File: src/rtl/serial_add_unit_if.sv
// Start/done handshake and result/flag bus of the bit-serial add/subtract unit.
// The master drives the operands; the slave returns the result and NZCV flags.
interface serial_add_unit_if #(
  parameter int unsigned WIDTH = 64
);
  logic             start;
  logic             sub;
  logic [WIDTH-1:0] a;
  logic [WIDTH-1:0] b;
  logic             busy;
  logic             done;
  logic [WIDTH-1:0] result;
  logic             negative;
  logic             zero;
  logic             carry_out;
  logic             overflow;

  modport master (
    output start, sub, a, b,
    input  busy, done, result, negative, zero, carry_out, overflow
  );

  modport slave (
    input  start, sub, a, b,
    output busy, done, result, negative, zero, carry_out, overflow
  );
endinterface

File: src/rtl/serial_add_unit.sv
// Bit-serial add/subtract unit: one full-adder slice, one bit per clock, LSB first.
// Produces a WIDTH-bit result with ARM NZCV flags behind a start/done handshake.
module fulladder (
  input  logic a,
  input  logic b,
  input  logic ci,
  output logic sum,
  output logic co
);
  assign sum = a ^ b ^ ci;
  assign co  = (a & b) | (ci & (a ^ b));
endmodule

module serial_add_unit #(
  parameter int unsigned WIDTH = 64
) (
  input  logic               clk,
  input  logic               rst_n,
  serial_add_unit_if.slave   bus
);
  localparam int unsigned CW = (WIDTH > 2) ? $clog2(WIDTH) : 1;

  typedef enum logic [1:0] {
    IDLE = 2'd0,
    RUN  = 2'd1,
    DONE = 2'd2
  } state_t;

  state_t           state;
  state_t           state_nxt;
  logic [WIDTH-1:0] op_a;
  logic [WIDTH-1:0] op_b;
  logic [WIDTH-2:0] acc;
  logic             carry;
  logic             cin_msb;
  logic [CW-1:0]    count;

  logic             fa_sum;
  logic             fa_co;
  logic             load;
  logic             step;
  logic             last;
  logic             msb_cap;
  logic [WIDTH-1:0] acc_shift;

  fulladder u_fa (
    .a   (op_a[0]),
    .b   (op_b[0]),
    .ci  (carry),
    .sum (fa_sum),
    .co  (fa_co)
  );

  // Newest sum bit enters at the top; after the MSB step this is the full result.
  assign acc_shift = {fa_sum, acc};

  // State register
  always_ff @(posedge clk or negedge rst_n) begin
    if (!rst_n) begin
      state <= IDLE;
    end else begin
      state <= state_nxt;
    end
  end

  // Next-state logic
  always_comb begin
    state_nxt = state;
    case (state)
      IDLE:    if (bus.start) state_nxt = RUN;
      RUN:     if (last)      state_nxt = DONE;
      DONE:    state_nxt = bus.start ? RUN : IDLE;
      default: state_nxt = IDLE;
    endcase
  end

  // Datapath control decode
  always_comb begin
    load    = 1'b0;
    step    = 1'b0;
    last    = 1'b0;
    msb_cap = 1'b0;
    case (state)
      IDLE: load = bus.start;
      RUN: begin
        step    = 1'b1;
        last    = (count == CW'(WIDTH - 1));
        msb_cap = (count == CW'(WIDTH - 2));
      end
      DONE:    load = bus.start;
      default: ;
    endcase
  end

  // Operand shifters, carry chain and bit counter
  always_ff @(posedge clk or negedge rst_n) begin
    if (!rst_n) begin
      op_a    <= '0;
      op_b    <= '0;
      acc     <= '0;
      carry   <= 1'b0;
      cin_msb <= 1'b0;
      count   <= '0;
    end else if (load) begin
      op_a  <= bus.a;
      op_b  <= bus.sub ? ~bus.b : bus.b;
      carry <= bus.sub;
      count <= '0;
    end else if (step) begin
      acc   <= acc_shift[WIDTH-1:1];
      op_a  <= op_a >> 1;
      op_b  <= op_b >> 1;
      carry <= fa_co;
      count <= count + CW'(1);
      if (msb_cap) cin_msb <= fa_co;
    end
  end

  // Handshake and result/flag registers; results only change on DONE entry
  always_ff @(posedge clk or negedge rst_n) begin
    if (!rst_n) begin
      bus.busy      <= 1'b0;
      bus.done      <= 1'b0;
      bus.result    <= '0;
      bus.negative  <= 1'b0;
      bus.zero      <= 1'b0;
      bus.carry_out <= 1'b0;
      bus.overflow  <= 1'b0;
    end else begin
      bus.busy <= (state_nxt == RUN);
      bus.done <= (state_nxt == DONE);
      if (last) begin
        bus.result    <= acc_shift;
        bus.negative  <= acc_shift[WIDTH-1];
        bus.zero      <= ~|acc_shift;
        bus.carry_out <= fa_co;
        bus.overflow  <= cin_msb ^ fa_co;
      end
    end
  end
endmodule

File: src/flat_wrapper.sv
// flat-port wrapper written by rule: the top's interface ports become plain ports
module serial_add_unit_flat 
#(
  parameter int unsigned WIDTH = 64
)
  (clk, rst_n, bus_start, bus_sub, bus_a, bus_b, bus_busy, bus_done, bus_result, bus_negative, bus_zero, bus_carry_out, bus_overflow);
  serial_add_unit_if #(.WIDTH(WIDTH)) bus_i ();
  input  logic clk;
  input  logic rst_n;
  input wire logic [$bits(bus_i.start)-1:0] bus_start;
  input wire logic [$bits(bus_i.sub)-1:0] bus_sub;
  input wire logic [$bits(bus_i.a)-1:0] bus_a;
  input wire logic [$bits(bus_i.b)-1:0] bus_b;
  output wire logic [$bits(bus_i.busy)-1:0] bus_busy;
  output wire logic [$bits(bus_i.done)-1:0] bus_done;
  output wire logic [$bits(bus_i.result)-1:0] bus_result;
  output wire logic [$bits(bus_i.negative)-1:0] bus_negative;
  output wire logic [$bits(bus_i.zero)-1:0] bus_zero;
  output wire logic [$bits(bus_i.carry_out)-1:0] bus_carry_out;
  output wire logic [$bits(bus_i.overflow)-1:0] bus_overflow;
  assign bus_i.start = bus_start;
  assign bus_i.sub = bus_sub;
  assign bus_i.a = bus_a;
  assign bus_i.b = bus_b;
  assign bus_busy = bus_i.busy;
  assign bus_done = bus_i.done;
  assign bus_result = bus_i.result;
  assign bus_negative = bus_i.negative;
  assign bus_zero = bus_i.zero;
  assign bus_carry_out = bus_i.carry_out;
  assign bus_overflow = bus_i.overflow;
  serial_add_unit #(.WIDTH(WIDTH)) u_core (.clk(clk), .rst_n(rst_n), .bus(bus_i));
endmodule
File: config.mk
export PLATFORM = sky130hd
export DESIGN_NAME = serial_add_unit_flat
export DESIGN_NICKNAME = d
export VERILOG_FILES = /design/src/rtl/serial_add_unit_if.sv /design/src/rtl/serial_add_unit.sv /design/src/flat_wrapper.sv
export SDC_FILE = /design/constraint.sdc
export NUM_CORES = 1
export LEC_CHECK = 0
export ABC_AREA = 1
export CAP_MARGIN = 20
export CELL_PAD_IN_SITES_DETAIL_PLACEMENT = 0
export CELL_PAD_IN_SITES_GLOBAL_PLACEMENT = 1
export CORE_MARGIN = 5
export CORE_UTILIZATION = 40
export CTS_BUF_LIST = sky130_fd_sc_hd__clkbuf_8
export CTS_CLUSTER_DIAMETER = 40
export DETAILED_ROUTE_END_ITERATION = 10
export PLACE_DENSITY_LB_ADDON = 0.1
export SLEW_MARGIN = 20
export SYNTH_ARGS = -nofsm -noshare
export SYNTH_HDL_FRONTEND = slang
export SYNTH_SLANG_ARGS = --single-unit
File: constraint.sdc
create_clock -name clk -period 1.9 [get_ports clk]
set_clock_uncertainty 0.15 [all_clocks]
set_input_delay 0.57 -clock clk [delete_from_list [all_inputs] [get_ports clk]]
set_output_delay 0.57 -clock clk [all_outputs]
set_load 0.01 [all_outputs]
==> results.txt <==
The flow ran to the end, and the final reports show no timing, DRC or antenna violations. In the routed design, unresolved DRC markers number 0. The core area is 30670 um^2. The critical path in this run is classified as flop to output port. Sorting the synthesized cells by area gives the leading types as dfrtp_1, o21ai_1, o21ai_0, inv_1, o22ai_2.

The first-pass iteration count of the detailed router came out at 5. The number of failing hold endpoints at the final stage came out at 0. The layout cell share with drive strength beyond 1 came out at 17.68%. The insertion delay of the later-clocked pin in the worst-skew pair is 0.56 ns. With fillers left out, the area of the finished cells amounts to 16090 um^2. In this run the horizontal extent of the chip is ~190 um. The worst register-to-register path ends at u_core.bus.zero.

The switching power of the nets came out at 0.003275 W. The arrival time at the worst endpoint came out at 1.10 ns. Following the worst setup path forward leads to its endpoint at bus_result[26]. The number of distinct library cell variants in the gate-level netlist after synthesis is 27. The register bit count reported by yosys came out at 270. The highest clock frequency the design can meet came out at 548.8 MHz.

In this run the static leakage power is 7.395 nW. The number of routed nets with antenna violations is 0. Clock tree synthesis selected as its root buffer the cell clkbuf_8. The area of the multi-input gates is approximately 4500 um^2.

The post-synth net total is roughly 1500. The wire-length estimate of the detail-placed layout is around 21000 um. The post-route total power is between 0.01 and 0.015 W. The portion of the clock cycle consumed by the worst path in the final layout came out at 95.90%. The maximum fanout along the worst path is 2.

The first element of the critical path is u_core.bus.result[26]. The routed layout has 9564 vias. The H-tree generated during clock tree synthesis spans 2 levels. The ratio of routed vias to standard cells came out at 4.697. Setup repair after global routing could not meet its margin everywhere. The critical path startpoint category is a flop. In this run the cell area measured after placement is 15410 um^2. The sequential fraction of the synthesis area is 54.22%.

Ranked by instance count, the synthesized netlist is headed by dfrtp_1, inv_1, o21ai_1, o21ai_0, nand2_1. The maximum number of pins on one net before global-route repair is 70. For the worst setup path, the data required time is roughly 1.2 ns. The sum of negative setup slack is 0 ns.

The total number of clock tree sinks is 270. The power per unit of standard cell area is 801.7 nW/um^2. The final number of max-transition violations came out at 0. The largest voltage drop on the vdd net came out at 0.3848 mV. For this design, the slowest cell found on the critical path is dfrtp_1. In this run, CTS created clock tree buffers numbering 49.

At the pin with the least slew margin, the transition time is about 0.47 ns. The combinational share of power is a little under a tenth. The setup slack on the worst flop-to-flop path came out at 0.09 ns.

The maximum single-stage delay on the critical path came out at 0.40 ns. The count of pins on the block boundary came out at between 200 and 250. The first-iteration detailed-routing DRC count came out at 570. The number of antenna diodes in the final layout is 0.

Setup violations remaining at the end of the flow were counted as 0. The clock transition at the registers of the reported paths came out at 0.06 ns. The final estimated routing congestion in global placement came out at around 0.75. The number of cells on the worst reg-to-reg path is 10. The total die area is around 35000 um^2. The starting density of the core is 40.63%.

The area added between synthesis and finish came out at 29.13%. The most used flip-flop cell after synthesis is dfrtp_1. The share of total power in sequential cells is between 40% and 50%.

After filler insertion, the fill cell instance count of the layout stands at about 2900. The internal power contribution came out at 0.009625 W. The async set-or-reset flop fraction in the synthesized netlist is 100.0%.

The mean area per synthesized cell is 9.102 um^2. The aggregate routed wire length is 29610 um. The worst slew margin relative to its limit came out at 68.73%. Measured along the y axis, the die boundary spans 186.5 um.

The total congestion overflow after global routing is 0. Counting along the longest clock path gives a buffer depth of 3. The depth of the critical timing path with buffers and inverters included is 1. TritonCTS built the clock tree. The max-capacitance violation count is 0. The total number of placement rows is 64. The wire length of the first global-routing pass came out at ~51000 um. The Yosys step of the flow raised 0 warnings.

The buffers plus inverters on the worst setup path is 1. The number of enable flip-flop cells after synthesis came out at 0. Counting every instance in the synthesized netlist gives 1369. The path class of the tightest hold or removal check is flop to flop.

Traced cell by cell, the critical path runs through buf_2. The proportion of netlist area held by the largest area contributor came out at 54.22%. In the post-synthesis netlist, the cell with the most instances is dfrtp_1.

The largest delay contributor family on the critical path is flip-flops. The initial antenna violation count is 0. The final design utilization is 52.46%. The cell taking the most area after synthesis is dfrtp_1. The wire length per cell after detailed routing is around 15 um. The via count of the first global-routing pass is 9911. Net switching is 25.39% of the power. The part of the total power dissipated in the clock network is 41.7%. Across the whole layout, storage elements account for just under 7000 um^2. The aggregate global-route resource usage is roughly 17%. The synthesized area is 12460 um^2. The worst path in the final design needs a cycle of 1.822 ns, including I/O delays and setup. In this run the tool buffered the top-level ports with 201 buffer cells. The layout net count is approximately 1700. The worst setup path is captured at an output port. In this run the critical register-to-register path is launched from u_core.op_b[0].
power groups by stage:
stage / registers [W] / logic (W) / clock network [W]
after floorplan: 0.00638 / 0.000546 / 0
final: 0.00634 / 0.00118 / 0.00538
after CTS: 0.00634 / 0.00121 / 0.00560
after detailed placement: 0.00644 / 0.00120 / 0
after global placement: 0.00643 / 0.00119 / 0
after global routing: 0.00639 / 0.00136 / 0.00588
metrics by stage:
| stage | worst slack [ns] | std cells | hold WS (ns) |
|---|---|---|---|
| final | 0.07792 | 2036 | 0.3276 |
| after global routing | -0.06744 | 2036 | 0.3440 |
| after CTS | 0.006419 | 2036 | 0.3327 |
| after detailed placement | -0.2903 | 1944 | 0.3228 |
| after global placement | -0.2635 | 1944 | 0.3179 |
| after floorplan | 0.1957 | 1369 | 0.1244 |
area by class of cell:
| cell class | count | share of cell area (%) |
|---|---|---|
| Clock buffer | 63 | 5.389 |
| Timing Repair Buffer | 277 | 16.24 |
| Multi-Input combinational cell | 799 | 27.75 |
| Sequential cell | 270 | 41.99 |
| Clock inverter | 23 | 0.6843 |
| Inverter | 208 | 4.868 |
| Tap cell | 396 | 3.079 |
logic make-up (layout without fill, tap and decap cells):
| family | Yosys count | count (layout) | share of synthesized area, % |
|---|---|---|---|
| AO/OA/AOI/OAI | 456 | 456 | 21.97 |
| AND/OR/NAND/NOR | 274 | 274 | 8.505 |
| XOR/XNOR | 65 | 65 | 4.569 |
| multiplexers | 1 | 1 | 0.09036 |
| buffers and inverters | 300 | 571 | 10.28 |
| flip-flops | 270 | 270 | 54.22 |
| adder cells (fa/ha/maj) | 3 | 3 | 0.3615 |
how the worst min path moves through the flow:
stage	depth (start not counted)	to	from	slack, ns
after global placement	2	u_core.acc[26]	u_core.acc[26]	0.32
final	2	u_core.bus.result[2]	u_core.bus.result[2]	0.33
after global routing	2	u_core.bus.result[37]	u_core.bus.result[37]	0.34
after detailed placement	2	u_core.bus.result[2]	u_core.bus.result[2]	0.32
after CTS	2	u_core.bus.result[2]	u_core.bus.result[2]	0.33
after floorplan	0	u_core.acc[0]	rst_n	0.12
state kept, by name, summed over array words and instances, names as in the netlist:
register	count
u_core.bus.zero	1
u_core.cin_msb	1
u_core.bus.done	1
u_core.bus.negative	1
u_core.carry	1
u_core.count	6
u_core.bus.result	63
u_core.state	2
u_core.bus.overflow	1
u_core.op_a	64
u_core.op_b	64
u_core.bus.carry_out	1
u_core.bus.busy	1
u_core.acc	63
layout by cell type, fill, tap and decap left out, types with 2 or more instances in the layout:
cell / instances
buf_2: 70
a31oi_1: 2
nand3_1: 6
nand4_1: 2
clkdlybuf4s50_1: 129
buf_12: 30
buf_4: 46
o21ai_0: 184
nor2_2: 3
nand2_1: 158
clkbuf_8: 63
inv_1: 219
nand2_8: 2
clkinv_2: 5
nor2_1: 100
o21ai_1: 204
xor2_1: 64
inv_2: 2
o22ai_1: 5
inv_6: 2
dfrtp_1: 270
clkinvlp_4: 2
ha_1: 2
o22ai_2: 59
what timing repair did:
action                                  4_1_cts  5_1_grt
endpoints found under the hold margin        32        0
resized for setup                           280        3
gates cloned                                  0        0
hold buffers                                  1        0
pin swaps                                     1        3
endpoints found under the setup margin       71        2
setup buffers                                 5        0
layer usage:
| layer | global-route usage, % | up-vias | wire length [um] |
|---|---|---|---|
| met5 | 0 | - | 0 |
| met1 | 25.11 | 4446 | 14540 |
| met3 | 3.700 | 45 | 1316 |
| li1 | - | 4900 | - |
| met4 | 3.952 | 0 | 528 |
| met2 | 26.29 | 173 | 13220 |
No activity file was read; power rests on OpenSTA's default activity.
